==> src/rtl/snn_pkg.sv <==
// Shared SNN definitions: timestamp type, axon FSM states and the wrap-safe
// due-time test (also used by the soma refractory logic).
package snn_pkg;

    localparam int SNN_TS_W = 8;

    typedef logic [SNN_TS_W-1:0] spike_ts_t;

    typedef enum logic [1:0] {
        ST_IDLE = 2'd0,
        ST_WAIT = 2'd1,
        ST_EMIT = 2'd2
    } axon_state_t;

    // A timestamp is due once it lies no more than half the timestamp range behind now.
    function automatic logic ts_is_due(input spike_ts_t now, input spike_ts_t due);
        spike_ts_t age;
        age = now - due;
        return ~age[SNN_TS_W-1];
    endfunction

endpackage

==> src/rtl/spike_fifo.sv <==
// In-order register FIFO of spike due-times with flush and same-cycle push+pop
// when full; exposes the head and the entry behind it.
module spike_fifo #(
    parameter int TS_W  = 8,
    parameter int DEPTH = 4,
    localparam int PTR_W = $clog2(DEPTH),
    localparam int CNT_W = $clog2(DEPTH) + 1
) (
    input  logic             clk,
    input  logic             rst,
    input  logic             flush,
    input  logic             push,
    input  logic             pop,
    input  logic [TS_W-1:0]  push_ts,
    output logic [TS_W-1:0]  head_ts,
    output logic [TS_W-1:0]  next_ts,
    output logic [CNT_W-1:0] count,
    output logic             full,
    output logic             empty
);

    logic [TS_W-1:0]  mem [DEPTH];
    logic [PTR_W-1:0] wr_ptr;
    logic [PTR_W-1:0] rd_ptr;
    logic [PTR_W-1:0] rd_nxt;
    logic             do_push;
    logic             do_pop;

    assign empty   = (count == '0);
    assign full    = (count == CNT_W'(DEPTH));
    assign do_pop  = pop & ~empty;
    assign do_push = push & (~full | do_pop);
    assign rd_nxt  = rd_ptr + PTR_W'(1);
    assign head_ts = mem[rd_ptr];
    assign next_ts = mem[rd_nxt];

    always_ff @(posedge clk) begin
        if (do_push && rst && !flush) begin
            mem[wr_ptr] <= push_ts;
        end
    end

    always_ff @(posedge clk) begin
        if (!rst || flush) begin
            wr_ptr <= '0;
            rd_ptr <= '0;
            count  <= '0;
        end else begin
            if (do_push) begin
                wr_ptr <= wr_ptr + PTR_W'(1);
            end
            if (do_pop) begin
                rd_ptr <= rd_nxt;
            end
            case ({do_push, do_pop})
                2'b10:   count <= count + CNT_W'(1);
                2'b01:   count <= count - CNT_W'(1);
                default: count <= count;
            endcase
        end
    end

endmodule

==> src/rtl/axon_delay_queue.sv <==
// Axon delay stage: queues fire_ts + axon delay and presents each spike on a
// valid/ready port once global time reaches it. AXON_DROP_CNT_EN adds drop_cnt.
//
//   state   | meaning
//   --------+-----------------------------------------------
//   ST_IDLE | queue empty, nothing presented
//   ST_WAIT | head queued but not yet due
//   ST_EMIT | head presented on spk_valid/spk_ts until taken
module axon_delay_queue
    import snn_pkg::*;
#(
    parameter int TS_W  = SNN_TS_W,
    parameter int DEPTH = 4,
    localparam int CNT_W = $clog2(DEPTH) + 1
) (
    input  logic             clk,
    input  logic             rst,
    input  logic             kill,
    input  logic [TS_W-1:0]  axon_delay,
    input  logic [TS_W-1:0]  t_now,
    input  logic             fire_valid,
    input  logic [TS_W-1:0]  fire_ts,
    output logic             spk_valid,
    output logic [TS_W-1:0]  spk_ts,
    input  logic             spk_ready,
    output logic [CNT_W-1:0] q_count,
    output logic             q_full,
    output logic             overflow
`ifdef AXON_DROP_CNT_EN
    ,
    output logic [TS_W-1:0]  drop_cnt
`endif
);

    logic [TS_W-1:0] delay_r;
    logic [TS_W-1:0] push_due;
    logic [TS_W-1:0] head_ts;
    logic [TS_W-1:0] next_ts;
    logic            head_due;
    logic            next_due;
    logic            q_empty;
    logic            pop;
    logic            push_ok;
    logic            drop;
    logic            more_left;
    axon_state_t     state;

    // The delay is a per-neuron constant captured only while reset is held.
    always_ff @(posedge clk) begin
        if (!rst) begin
            delay_r <= axon_delay;
        end
    end

    assign push_due  = fire_ts + delay_r;
    assign pop       = spk_valid & spk_ready;
    assign push_ok   = fire_valid & ~kill & (~q_full | pop);
    assign drop      = fire_valid & ~kill & q_full & ~pop;
    assign more_left = (q_count > CNT_W'(1));

    spike_fifo #(
        .TS_W  (TS_W),
        .DEPTH (DEPTH)
    ) u_fifo (
        .clk     (clk),
        .rst     (rst),
        .flush   (kill),
        .push    (push_ok),
        .pop     (pop),
        .push_ts (push_due),
        .head_ts (head_ts),
        .next_ts (next_ts),
        .count   (q_count),
        .full    (q_full),
        .empty   (q_empty)
    );

    generate
        if (TS_W == SNN_TS_W) begin : g_pkg_due
            assign head_due = ts_is_due(t_now, head_ts);
            assign next_due = ts_is_due(t_now, next_ts);
        end else begin : g_local_due
            logic [TS_W-1:0] head_age;
            logic [TS_W-1:0] next_age;
            assign head_age = t_now - head_ts;
            assign next_age = t_now - next_ts;
            assign head_due = ~head_age[TS_W-1];
            assign next_due = ~next_age[TS_W-1];
        end
    endgenerate

    always_ff @(posedge clk) begin
        if (!rst) begin
            state     <= ST_IDLE;
            spk_valid <= 1'b0;
            spk_ts    <= '0;
            overflow  <= 1'b0;
        end else if (kill) begin
            state     <= ST_IDLE;
            spk_valid <= 1'b0;
            overflow  <= 1'b0;
        end else begin
            overflow <= drop;
            case (state)
                ST_IDLE: begin
                    if (push_ok) begin
                        state <= ST_WAIT;
                    end
                end
                ST_WAIT: begin
                    if (q_empty) begin
                        state <= ST_IDLE;
                    end else if (head_due) begin
                        state     <= ST_EMIT;
                        spk_valid <= 1'b1;
                        spk_ts    <= head_ts;
                    end
                end
                ST_EMIT: begin
                    // Back-to-back presentation when the entry behind the head is already due.
                    if (pop) begin
                        if (more_left && next_due) begin
                            spk_ts <= next_ts;
                        end else begin
                            spk_valid <= 1'b0;
                            state     <= (more_left || push_ok) ? ST_WAIT : ST_IDLE;
                        end
                    end
                end
                default: begin
                    state     <= ST_IDLE;
                    spk_valid <= 1'b0;
                end
            endcase
        end
    end

`ifdef AXON_DROP_CNT_EN
    always_ff @(posedge clk) begin
        if (!rst) begin
            drop_cnt <= '0;
        end else if (drop && (drop_cnt != '1)) begin
            drop_cnt <= drop_cnt + TS_W'(1);
        end
    end
`endif

endmodule

==> config.mk <==
export PLATFORM = sky130hd
export DESIGN_NAME = axon_delay_queue
export DESIGN_NICKNAME = d
export VERILOG_FILES = /design/src/rtl/snn_pkg.sv /design/src/rtl/spike_fifo.sv /design/src/rtl/axon_delay_queue.sv
export SDC_FILE = /design/constraint.sdc
export NUM_CORES = 1
export LEC_CHECK = 0
export BUFFER_PORTS_ARGS = -buffer_cell sky130_fd_sc_hd__buf_4
export CAP_MARGIN = 10
export CORE_ASPECT_RATIO = 2
export CORE_MARGIN = 2
export CORE_UTILIZATION = 36
export DETAILED_ROUTE_END_ITERATION = 16
export PLACE_DENSITY_LB_ADDON = 0.12
export SYNTH_ARGS = -nofsm -noshare
export SYNTH_HDL_FRONTEND = slang
export SYNTH_SLANG_ARGS = --single-unit
==> constraint.sdc <==
create_clock -name clk -period 5.3 [get_ports clk]
set_clock_uncertainty 0.05 [all_clocks]
set_input_delay 1.06 -clock clk [delete_from_list [all_inputs] [get_ports clk]]
set_output_delay 1.06 -clock clk [all_outputs]
set_load 0.02 [all_outputs]
==> results of run 1 <==
synthesized netlist by cell type (2+ instances only):
master / number / area, um2
buf_1: 2 / 7.51
a211oi_1: 4 / 30.0
nor3_1: 4 / 20.0
a211o_1: 6 / 52.6
o21a_1: 2 / 15.0
o21ai_0: 4 / 20.0
a21oi_1: 14 / 70.1
edfxtp_1: 40 / 1200
or3_1: 3 / 18.8
nor2b_1: 4 / 25.0
xor2_1: 6 / 52.6
a21o_1: 3 / 22.5
o21bai_1: 2 / 15.0
nand3_1: 4 / 20.0
mux2i_1: 11 / 110
and2_1: 5 / 31.3
ha_1: 28 / 350
inv_1: 24 / 90.1
nand2_1: 18 / 67.6
nor2_1: 20 / 75.1
mux4_1: 7 / 184
dfxtp_1: 21 / 420
clkbuf_1: 3 / 11.3
mux4_2: 8 / 180
nand2b_1: 4 / 25.0
xnor2_1: 9 / 78.8
state kept, by name, indices dropped and copies added, names as in the netlist, named ones only:
signal and flops:
u_fifo.wr_ptr 2, u_fifo.mem 32, delay_r 8, spk_valid 1, overflow 1, u_fifo.count 3, state 2, spk_ts 8
u_fifo.rd_ptr 2
cells by family after synthesis:
| family | count (synthesis) | synth area share (%) |
|---|---|---|
| adders and majority gates | 29 | 10.9 |
| buffers and inverters | 32 | 3.80 |
| xor gates and xnor gates | 15 | 3.87 |
| muxes | 28 | 14.7 |
| and+or+nand+nor | 68 | 9.69 |
| AOI/OAI and AO/OA | 43 | 9.21 |
| DFF | 61 | 47.8 |
power groups by stage:
stage / logic (mW) / clock network, mW / registers [mW]
2_1_floorplan: 0.0786 / 0 / 0.549
3_3_place_gp: 0.122 / 0 / 0.548
3_5_place_dp: 0.126 / 0 / 0.549
4_1_cts: 0.126 / 0.578 / 0.539
5_1_grt: 0.139 / 0.598 / 0.540
6_report: 0.124 / 0.562 / 0.539
metal layers:
layer	vias up	track usage [%]
li1	1105	-
met1	1044	12.7
met2	45	29.0
met3	13	3.91
met4	0	7.21
met5	-	0
worst max-delay path, delay by kind of cell (launching register included):
kind / cells / cell delay (ns)
compound gates: 5 / 1.47
fa+ha+maj: 1 / 0.25
buf+inv: 1 / 0.08
flops: 1 / 0.65
mux: 2 / 0.85
final timing paths:
check / depth (start not counted) / startpoint / to
setup / recovery: 9 / u_fifo.rd_ptr[1]$_SDFFE_PP0P_ / spk_ts[4]$_SDFFE_PN0P_
hold / removal: 2 / spk_ts[1]$_SDFFE_PN0P_ / spk_ts[1]$_SDFFE_PN0P_
setup reg to reg: 9 / u_fifo.rd_ptr[1]$_SDFFE_PP0P_ / spk_ts[4]$_SDFFE_PN0P_
hold reg to reg: 2 / spk_ts[1]$_SDFFE_PN0P_ / spk_ts[1]$_SDFFE_PN0P_
layout by cell type, fill, tap and decap left out, drive strengths merged, types with 2 or more instances in the layout:
cell type,count
a211oi,4
and2,5
or3,3
edfxtp,40
mux2,2
dfxtp,21
clkbuf,11
ha,28
nor3,4
nand2,18
o21ai,5
o21a,2
mux2i,11
nor2,20
xnor2,9
nand2b,4
a21oi,14
nor2b,4
a21o,3
mux4,15
clkinv,4
inv,24
xor2,6
buf,42
a211o,6
o21bai,2
nand3,4
cell type report:
class	count	area, um2	area share (%)
Clock buffer	11	233	5.69
Clock inverter	5	51.3	1.25
Inverter	25	93.8	2.29
Multi-Input combinational cell	183	1640	40.2
Sequential cell	61	1620	39.7
Tap cell	104	130	3.18
Timing Repair Buffer	42	315	7.71
==> out/qor.yml, run 1 <==
dpl.hpwl_um: 5460
antenna_cells: 0
cts_repair_resize_count: 0
nFillCells: 857
pwr_density_cell_nw_per_um2: 299
firstDrtPassIters: 4
wl_met3_um: 218
grt_usage_pct: 14.7
pin_count: 43
cp_max_fo: 10
grt_pass1_wl_um: 11100
netlist_area_um2: 3390
antenna_found_initial: 0
drt-met1-wl_um: 2400
worstSetupPathType: "flop to flop"
crit_path_max_incr_delay_ns: 0.65
rows: 50
hold_viol_final: 0
r2r_slack_ns: 1.88
hp-class: "flop to flop"
p_sw_share_pct: 22.4
fin_setup_tns_ns: 0
clk_pin_slew_worst_paths_ns: 0.05
cts_setup_buffers: 0
finalWorstSetupSlack_ns: 1.88
top_layer_used: "met4"
max_slew_margin_pct: 27.9
drc: 0
place_inst: 415
timing.final.crit_period_ns: 3.42
postCtsHoldBufs: 0
ys.flop_type: "edfxtp_1"
clock_path_buffers: 2
clkLatencyLatePin_ns: 0.33
tightest_slew_ns: 1.08
leakage_nw: 1.67
setup.worst_path.end_class: "flop"
status: "finished clean"
clkPwrFrac_pct: 45.9
gr-total-overflow: 0
hold-worst-slack_ns: 0.403
gp_congestion: 0.760
synthCells: 276
cts_tree: "done"
routed-wl-met2_um: 4140
die_y_um: 141
slew_viol_final: 0
die_x_um: 72.7
yosysSeqAreaShare_pct: 47.8
area.growth.synth_to_final_pct: 20.5
max-vdd-ir-drop_uv: 159
cp_data_arrival_time_ns: 3.63
htreeDepth: 3
synth_area_per_cell_um2: 12.3
cts_root_buf: "clkbuf_16"
cts_buffers: 9
grt_pass1_vias: 2370
startpoint_type: "flop"
synthArstFlopShare_pct: 0
required_ns: 5.51
vias: 2207
seq_power_share_pct: 44.0
post-place-ws_ns: 1.84
layoutNonFillerInstCount: 431
period_share_pct: 64.5
synth-edff-count: 40
cp_slowest_cell: "dfxtp_1"
cp_common_cell: "a21oi_1"
comb_power_share_pct: 10.1
fin_area_um2: 4090
total_power_mw: 1.22
synthesis.nets: 334
final_nets: 380
drt_wl_total_um: 6960
drtAntennaViolNets: 0
setup_viol: 0
drt_iter0_markers: 93
grt_max_degree: 16
fmax_mhz: 292
port_buffers: 42
netSwitchingPower_mw: 0.275
ys_types: 46
dieArea_um2: 10300
internal_power_mw: 0.950
start_util_pct: 36.7
ys_warn_count: 0
worstPathCellList: "mux4_1, inv_1, ha_1, a21oi_1, a21oi_1, a211oi_1, a21oi_1, o311ai_4, mux2i_1"
placedInstanceArea_um2: 3800
cts_num_sinks: 61
coreArea_um2: 9260
drive_gt1_share_pct: 21.4
rsz0062_at_grt: "false"
maxCapViolations: 0
drt-wirelength-per-cell_um: 16.1
finalCoreUtilization_pct: 44.2
synth.ff_latch_count: 61
vias_per_cell: 5.12
(Power assumes the default switching activity.)
==> inputs of run 2 (changes only) <==
==> constraint.sdc (replaced) <==
create_clock -name clk -period 3.6 [get_ports clk]
set_clock_uncertainty 0.05 [all_clocks]
set_input_delay 0.72 -clock clk [delete_from_list [all_inputs] [get_ports clk]]
set_output_delay 0.72 -clock clk [all_outputs]
set_load 0.02 [all_outputs]
==> out/qor.yml, run 2 (synthesized netlist as in run 1, its figures left out) <==
status: "finished clean"
placedInstanceArea_um2: 3830  # +0.79%
regMostFlops: "u_fifo.mem"
cts_tree: "done"
grt_pass1_wl_um: 11100  # about the same
cp_slowest_cell: "mux4_1"
critPathTopFamily: "compound AO/OA/AOI/OAI gates"
cp_max_fo: 8  # -2
max-vdd-ir-drop_uv: 263  # +65%
maxCapViolations: 0  # unchanged
timing.final.crit_period_ns: 3.33  # -0.0877 ns
largest_register_ffs: 32  # unchanged
rsz0062_at_grt: "false"
max_slew_margin_pct: 58.3  # +30 points
fin_area_um2: 4140  # +1.2%
comb_power_share_pct: 9.7  # -0.4 points
clk_pin_slew_worst_paths_ns: 0.05  # about the same
gp_congestion: 0.802  # +5.6%
setup.worst_path.end_class: "flop"
hp-class: "flop to flop"
drtAntennaViolNets: 0  # unchanged
drt_wl_total_um: 6800  # -2.2%
fin_setup_tns_ns: 0  # unchanged
leakage_nw: 1.70  # +1.7%
seqCellArea_um2: 1620  # unchanged
grt_max_degree: 16  # unchanged
antenna_cells: 0  # unchanged
final_nets: 384  # +1.1%
clock_path_buffers: 2  # unchanged
p_sw_share_pct: 21.3  # -1.1 points
drc: 0  # unchanged
tightest_slew_ns: 0.625  # -0.455 ns
cts_repair_resize_count: 0  # unchanged
crit_buf_inv: 1  # unchanged
drt_iter0_markers: 69  # -26%
coreArea_um2: 9260  # unchanged
drive_gt1_share_pct: 22.1  # +0.71 points
rows: 50  # unchanged
cp_common_cell: "a21oi_1"
cts_setup_buffers: 0  # unchanged
pin_count: 43  # unchanged
grt_usage_pct: 14.8  # +0.050 points
period_share_pct: 92.5  # +28 points
cts_num_sinks: 61  # unchanged
area.growth.synth_to_final_pct: 21.9
slew_viol_final: 0  # unchanged
cp_data_arrival_time_ns: 3.53  # -0.10 ns
multiInputGateArea_um2: 1640  # unchanged
crit_path_max_incr_delay_ns: 0.60  # -0.05 ns
firstDrtPassIters: 6  # +2
die_y_um: 141  # unchanged
dpl.hpwl_um: 5500  # +0.72%
internal_power_mw: 1.46  # +54%
clkPwrFrac_pct: 47.6  # +1.7 points
finalWorstSetupSlack_ns: 0.269  # -1.61 ns
startpoint_type: "flop"
drt-wirelength-per-cell_um: 15.7  # -2.9%
htreeDepth: 3  # unchanged
finalCoreUtilization_pct: 44.7  # +0.54 points
worstSetupPathType: "flop to flop"
seq_power_share_pct: 42.7  # -1.3 points
postCtsHoldBufs: 0  # unchanged
setup_viol: 0  # unchanged
vias: 2222  # +0.68%
gr-total-overflow: 0  # unchanged
post-place-ws_ns: 0.243  # -1.60 ns
nFillCells: 876  # +2.2%
vias_per_cell: 5.12  # about the same
grt_pass1_vias: 2407  # +1.6%
most-common-layout-cells: "buf_4, edfxtp_1, ha_1"
netSwitchingPower_mw: 0.396  # +44%
port_buffers: 42  # unchanged
die_x_um: 72.7  # unchanged
pwr_density_cell_nw_per_um2: 449  # +50%
hold_viol_final: 0  # unchanged
cts_buffers: 9  # unchanged
required_ns: 3.80  # -1.71 ns
dieArea_um2: 10300  # unchanged
clkLatencyLatePin_ns: 0.33  # about the same
final_common_cell: "buf_4"
start_util_pct: 36.7  # unchanged
worstPathCellList: "mux4_1, inv_1, ha_1, a21oi_1, a21oi_1, a211oi_1, a21oi_1, o311ai_4, mux2i_1"
total_power_mw: 1.86  # +52%
reg_top3: "u_fifo.mem: 32 flops, delay_r: 8 flops, spk_ts: 8 flops"
fmax_mhz: 300  # +2.6%
cts_root_buf: "clkbuf_16"
antenna_found_initial: 0  # unchanged
run 2: changes by cell type in the layout (fill, tap and decap cells not counted):
| cell | delta |
|---|---|
| clkinv_2 | -2 |
| bufinv_16 | +1 |
| clkbuf_1 | -2 |
| buf_4 | +4 |
| clkinv_1 | +2 |
run 2: area by class of cell:
cell class	count	share of cell area, %
Multi-Input combinational cell	183	39.7
Sequential cell	61	39.2
Timing Repair Buffer	46	8.34
Clock inverter	6	1.90
Inverter	25	2.27
Clock buffer	9	5.44
Tap cell	104	3.14
run 2: path summary, 6_finish.rpt:
check                                      from                      to  slack, ns  depth (start not counted)
hold / removal           spk_ts[2]$_SDFFE_PN0P_  spk_ts[2]$_SDFFE_PN0P_       0.41                          2
hold reg to reg          spk_ts[2]$_SDFFE_PN0P_  spk_ts[2]$_SDFFE_PN0P_       0.41                          2
setup / recovery  u_fifo.rd_ptr[1]$_SDFFE_PP0P_  spk_ts[6]$_SDFFE_PN0P_       0.27                          9
setup reg to reg  u_fifo.rd_ptr[1]$_SDFFE_PP0P_  spk_ts[6]$_SDFFE_PN0P_       0.27                          9
run 2: layer usage:
layer / share of wire, % / vias to the layer above / global-route usage (%)
met4: 3.0 / 0 / 7.70
met3: 3.5 / 11 / 3.62
met5: 0 / - / 0
li1: - / 1114 / -
met2: 60 / 45 / 29.4
met1: 33 / 1052 / 12.5
run 2: through the flow:
stage / instances / hold slack [ns]
after floorplan: 276 / 0.464
after global placement: 419 / 0.398
after detailed placement: 419 / 0.402
after CTS: 434 / 0.409
after global routing: 434 / 0.427
final: 434 / 0.405
run 2: tightest hold or removal path: stages (launching register included):
cell and delay, ns:
dfxtp_1 0.30, nand2_1 0.05, mux2i_1 0.05
run 2: power groups by stage:
stage               Combinational [mW]  Sequential, mW  Clock, mW
finish                           0.180           0.794      0.883
global route                     0.203           0.795      0.937
CTS                              0.184           0.794      0.908
detailed placement               0.183           0.808          0
global placement                 0.180           0.807          0
floorplan                        0.116           0.808          0
==> inputs of run 3 (changes only) <==
--- a/config.mk
+++ b/config.mk
@@ -14,4 +14,5 @@
 export PLACE_DENSITY_LB_ADDON = 0.12
 export SYNTH_ARGS = -nofsm -noshare
 export SYNTH_HDL_FRONTEND = slang
+export SYNTH_HIERARCHICAL = 1
 export SYNTH_SLANG_ARGS = --single-unit
==> out/qor.yml, run 3 <==
status: "finished clean"
rsz0062_at_grt: "false"
cts_root_buf: "clkbuf_16"
vias: 2318  # +4.3%
fin_area_um2: 4120  # -0.48%
pwr_density_cell_nw_per_um2: 420  # -6.4%
clock_path_buffers: 2  # unchanged
p_sw_share_pct: 23.9  # +2.6 points
setup.worst_path.end_class: "flop"
dieArea_um2: 10400  # +1.1%
coreArea_um2: 9320  # +0.68%
finalCoreUtilization_pct: 44.2  # -0.51 points
regMostFlops: "u_fifo/mem"
tightest_slew_ns: 0.708  # +0.0835 ns
clk_pin_slew_worst_paths_ns: 0.05  # about the same
antenna_cells: 0  # unchanged
synthArstFlopShare_pct: 0  # unchanged
clkLatencyLatePin_ns: 0.32  # about the same
ys_top_cells_by_area: "edfxtp_1, dfxtp_1, mux4_2"
ys_types: 46  # unchanged
synth.ff_latch_count: 61  # unchanged
most-common-layout-cells: "buf_4, edfxtp_1, inv_1"
setup_viol: 0  # unchanged
drive_gt1_share_pct: 28.2  # +6.1 points
critPathTopFamily: "compound AO/OA/AOI/OAI gates"
grt_usage_pct: 16.4  # +1.6 points
period_share_pct: 86.7  # -5.9 points
drt-wirelength-per-cell_um: 17.6  # +12%
firstDrtPassIters: 4  # -2
final_common_cell: "buf_4"
ys.flop_type: "edfxtp_1"
antenna_found_initial: 0  # unchanged
hp-class: "flop to flop"
drt_iter0_markers: 75  # +8.7%
clkPwrFrac_pct: 45.3  # -2.3 points
crit_path_max_incr_delay_ns: 0.66  # +0.06 ns
area.growth.synth_to_final_pct: 20.0
synth_commonest_cells: "edfxtp_1, inv_1, ha_1"
leakage_nw: 1.56  # -8.2%
pin_count: 43  # unchanged
grt_pass1_vias: 2396  # -0.46%
gr-total-overflow: 0  # unchanged
synth-edff-count: 40  # unchanged
post-place-ws_ns: 0.426  # +0.183 ns
port_buffers: 42  # unchanged
finalWorstSetupSlack_ns: 0.480  # +0.212 ns
seq_power_share_pct: 45.4  # +2.7 points
nFillCells: 894  # +2.1%
ys_warn_count: 6  # +6
cts_setup_buffers: 0  # unchanged
netlist_area_um2: 3430  # +1.1%
netSwitchingPower_mw: 0.414  # +4.6%
yosys.cell_count.top_type: "edfxtp_1"
grt_pass1_wl_um: 12400  # +11%
required_ns: 3.73  # -0.07 ns
final_nets: 383  # -0.26%
synth_top_area_share_pct: 35.0  # -0.39 points
grt_max_degree: 17  # +1
largest_register_ffs: 32  # unchanged
synth_area_per_cell_um2: 12.2  # -1.0%
drt_wl_total_um: 7700  # +13%
postCtsHoldBufs: 0  # unchanged
hold_viol_final: 0  # unchanged
internal_power_mw: 1.32  # -9.9%
max-vdd-ir-drop_uv: 259  # -1.4%
reg_top3: "u_fifo/mem: 32 flops, delay_r: 8 flops, spk_ts: 8 flops"
cts_tree: "done"
fin_setup_tns_ns: 0  # unchanged
slew_viol_final: 0  # unchanged
drtAntennaViolNets: 0  # unchanged
worstSetupPathType: "flop to flop"
vias_per_cell: 5.30  # +3.6%
dpl.hpwl_um: 6090  # +11%
rows: 50  # unchanged
htreeDepth: 3  # unchanged
timing.final.crit_period_ns: 3.12  # -0.212 ns
yosysTopAreaCell: "edfxtp_1"
synthesis.nets: 337  # +0.90%
drc: 0  # unchanged
maxCapViolations: 0  # unchanged
fmax_mhz: 321  # +6.8%
die_x_um: 73.0  # +0.52%
comb_power_share_pct: 9.3  # -0.4 points
cp_data_arrival_time_ns: 3.25  # -0.28 ns
gp_congestion: 0.876  # +9.1%
placedInstanceArea_um2: 3840  # +0.23%
die_y_um: 142  # +0.53%
startpoint_type: "flop"
cts_repair_resize_count: 0  # unchanged
cp_max_fo: 10  # +2
worstPathCellList: "mux4_2, inv_1, ha_1, a21oi_1, o21ai_0, a2111o_1, o221ai_4, and4_4, a211oi_2"
cp_slowest_cell: "dfxtp_1"
yosysSeqAreaShare_pct: 47.2  # -0.52 points
start_util_pct: 36.8  # +0.16 points
cts_buffers: 9  # unchanged
cts_num_sinks: 61  # unchanged
max_slew_margin_pct: 52.5  # -5.9 points
synthCells: 282  # +2.2%
crit_buf_inv: 1  # unchanged
==> run 3: changes by cell type after synthesis, moves of 7 or more <==
cell	before	now
a211oi_2	0	9
a41oi_1	0	8
mux2i_1	11	3
mux4_1	7	0
mux4_2	8	16
o21ai_0	4	12
==> run 3: power groups by stage <==
| stage | Combinational [mW] | Clock (mW) | Sequential [mW] |
|---|---|---|---|
| 4_1_cts | 0.163 | 0.814 | 0.786 |
| 5_1_grt | 0.182 | 0.852 | 0.788 |
| 2_1_floorplan | 0.102 | 0 | 0.800 |
| 3_5_place_dp | 0.162 | 0 | 0.801 |
| 6_report | 0.161 | 0.784 | 0.787 |
| 3_3_place_gp | 0.157 | 0 | 0.801 |
==> run 3: kinds of logic (layout without fill, tap and decap cells) <==
kind of cell / after synthesis / in the layout / share of synthesized area, %
AND/OR/NAND/NOR: 66 / 66 / 9.99
XOR/XNOR: 12 / 12 / 3.06
multiplexers: 20 / 20 / 11.8
buffers and inverters: 37 / 88 / 4.59
flip-flops: 61 / 61 / 47.2
AO/OA/AOI/OAI: 60 / 60 / 13.4
adder cells (fa/ha/maj): 26 / 26 / 9.92
==> run 3: final timing paths <==
check	startpoint	endpoint	slack, ns	cells past startpoint
worst min register to register	spk_valid$_SDFFE_PP0P_	spk_valid$_SDFFE_PP0P_	0.45	2
worst max register to register	u_fifo/rd_ptr[1]$_SDFFE_PP0P_	spk_ts[4]$_SDFFE_PN0P_	0.48	9
worst max-delay path	u_fifo/rd_ptr[1]$_SDFFE_PP0P_	spk_ts[4]$_SDFFE_PN0P_	0.48	9
worst min-delay path	spk_valid$_SDFFE_PP0P_	spk_valid$_SDFFE_PP0P_	0.45	2
==> run 3: cell type report <==
cell class                      count  area (um2)  area share, %
Tap cell                          104         130           3.16
Timing Repair Buffer               45         338           8.20
Sequential cell                    61        1620           39.4
Multi-Input combinational cell    184        1650           40.1
Inverter                           27         101           2.46
Clock inverter                      7        50.0           1.22
Clock buffer                        9         225           5.47
==> run 3: worst register-to-register path, cell delays in order, from the launching register on <==
cell,delay [ns]
dfxtp_1,0.66
mux4_2,0.60
inv_1,0.07
ha_1,0.23
a21oi_1,0.14
o21ai_0,0.18
a2111o_1,0.46
o221ai_4,0.14
and4_4,0.38
a211oi_2,0.08
==> run 3: per-layer routing <==
layer	part of all wire, %	vias to the layer above	wire (um)	GRT usage (%)
li1	-	1152	-	-
met1	35	1108	2710	15.8
met2	59	50	4550	30.6
met3	2.7	8	205	3.90
met4	3.0	0	230	8.67
met5	0	-	0	0
==> run 3: stage by stage <==
step	instances	power, mW	hold WS (ns)
after global placement	421	0.958	0.435
after CTS	437	1.76	0.453
after detailed placement	421	0.963	0.447
final	437	1.73	0.447
after global routing	437	1.82	0.470
after floorplan	282	0.903	0.419
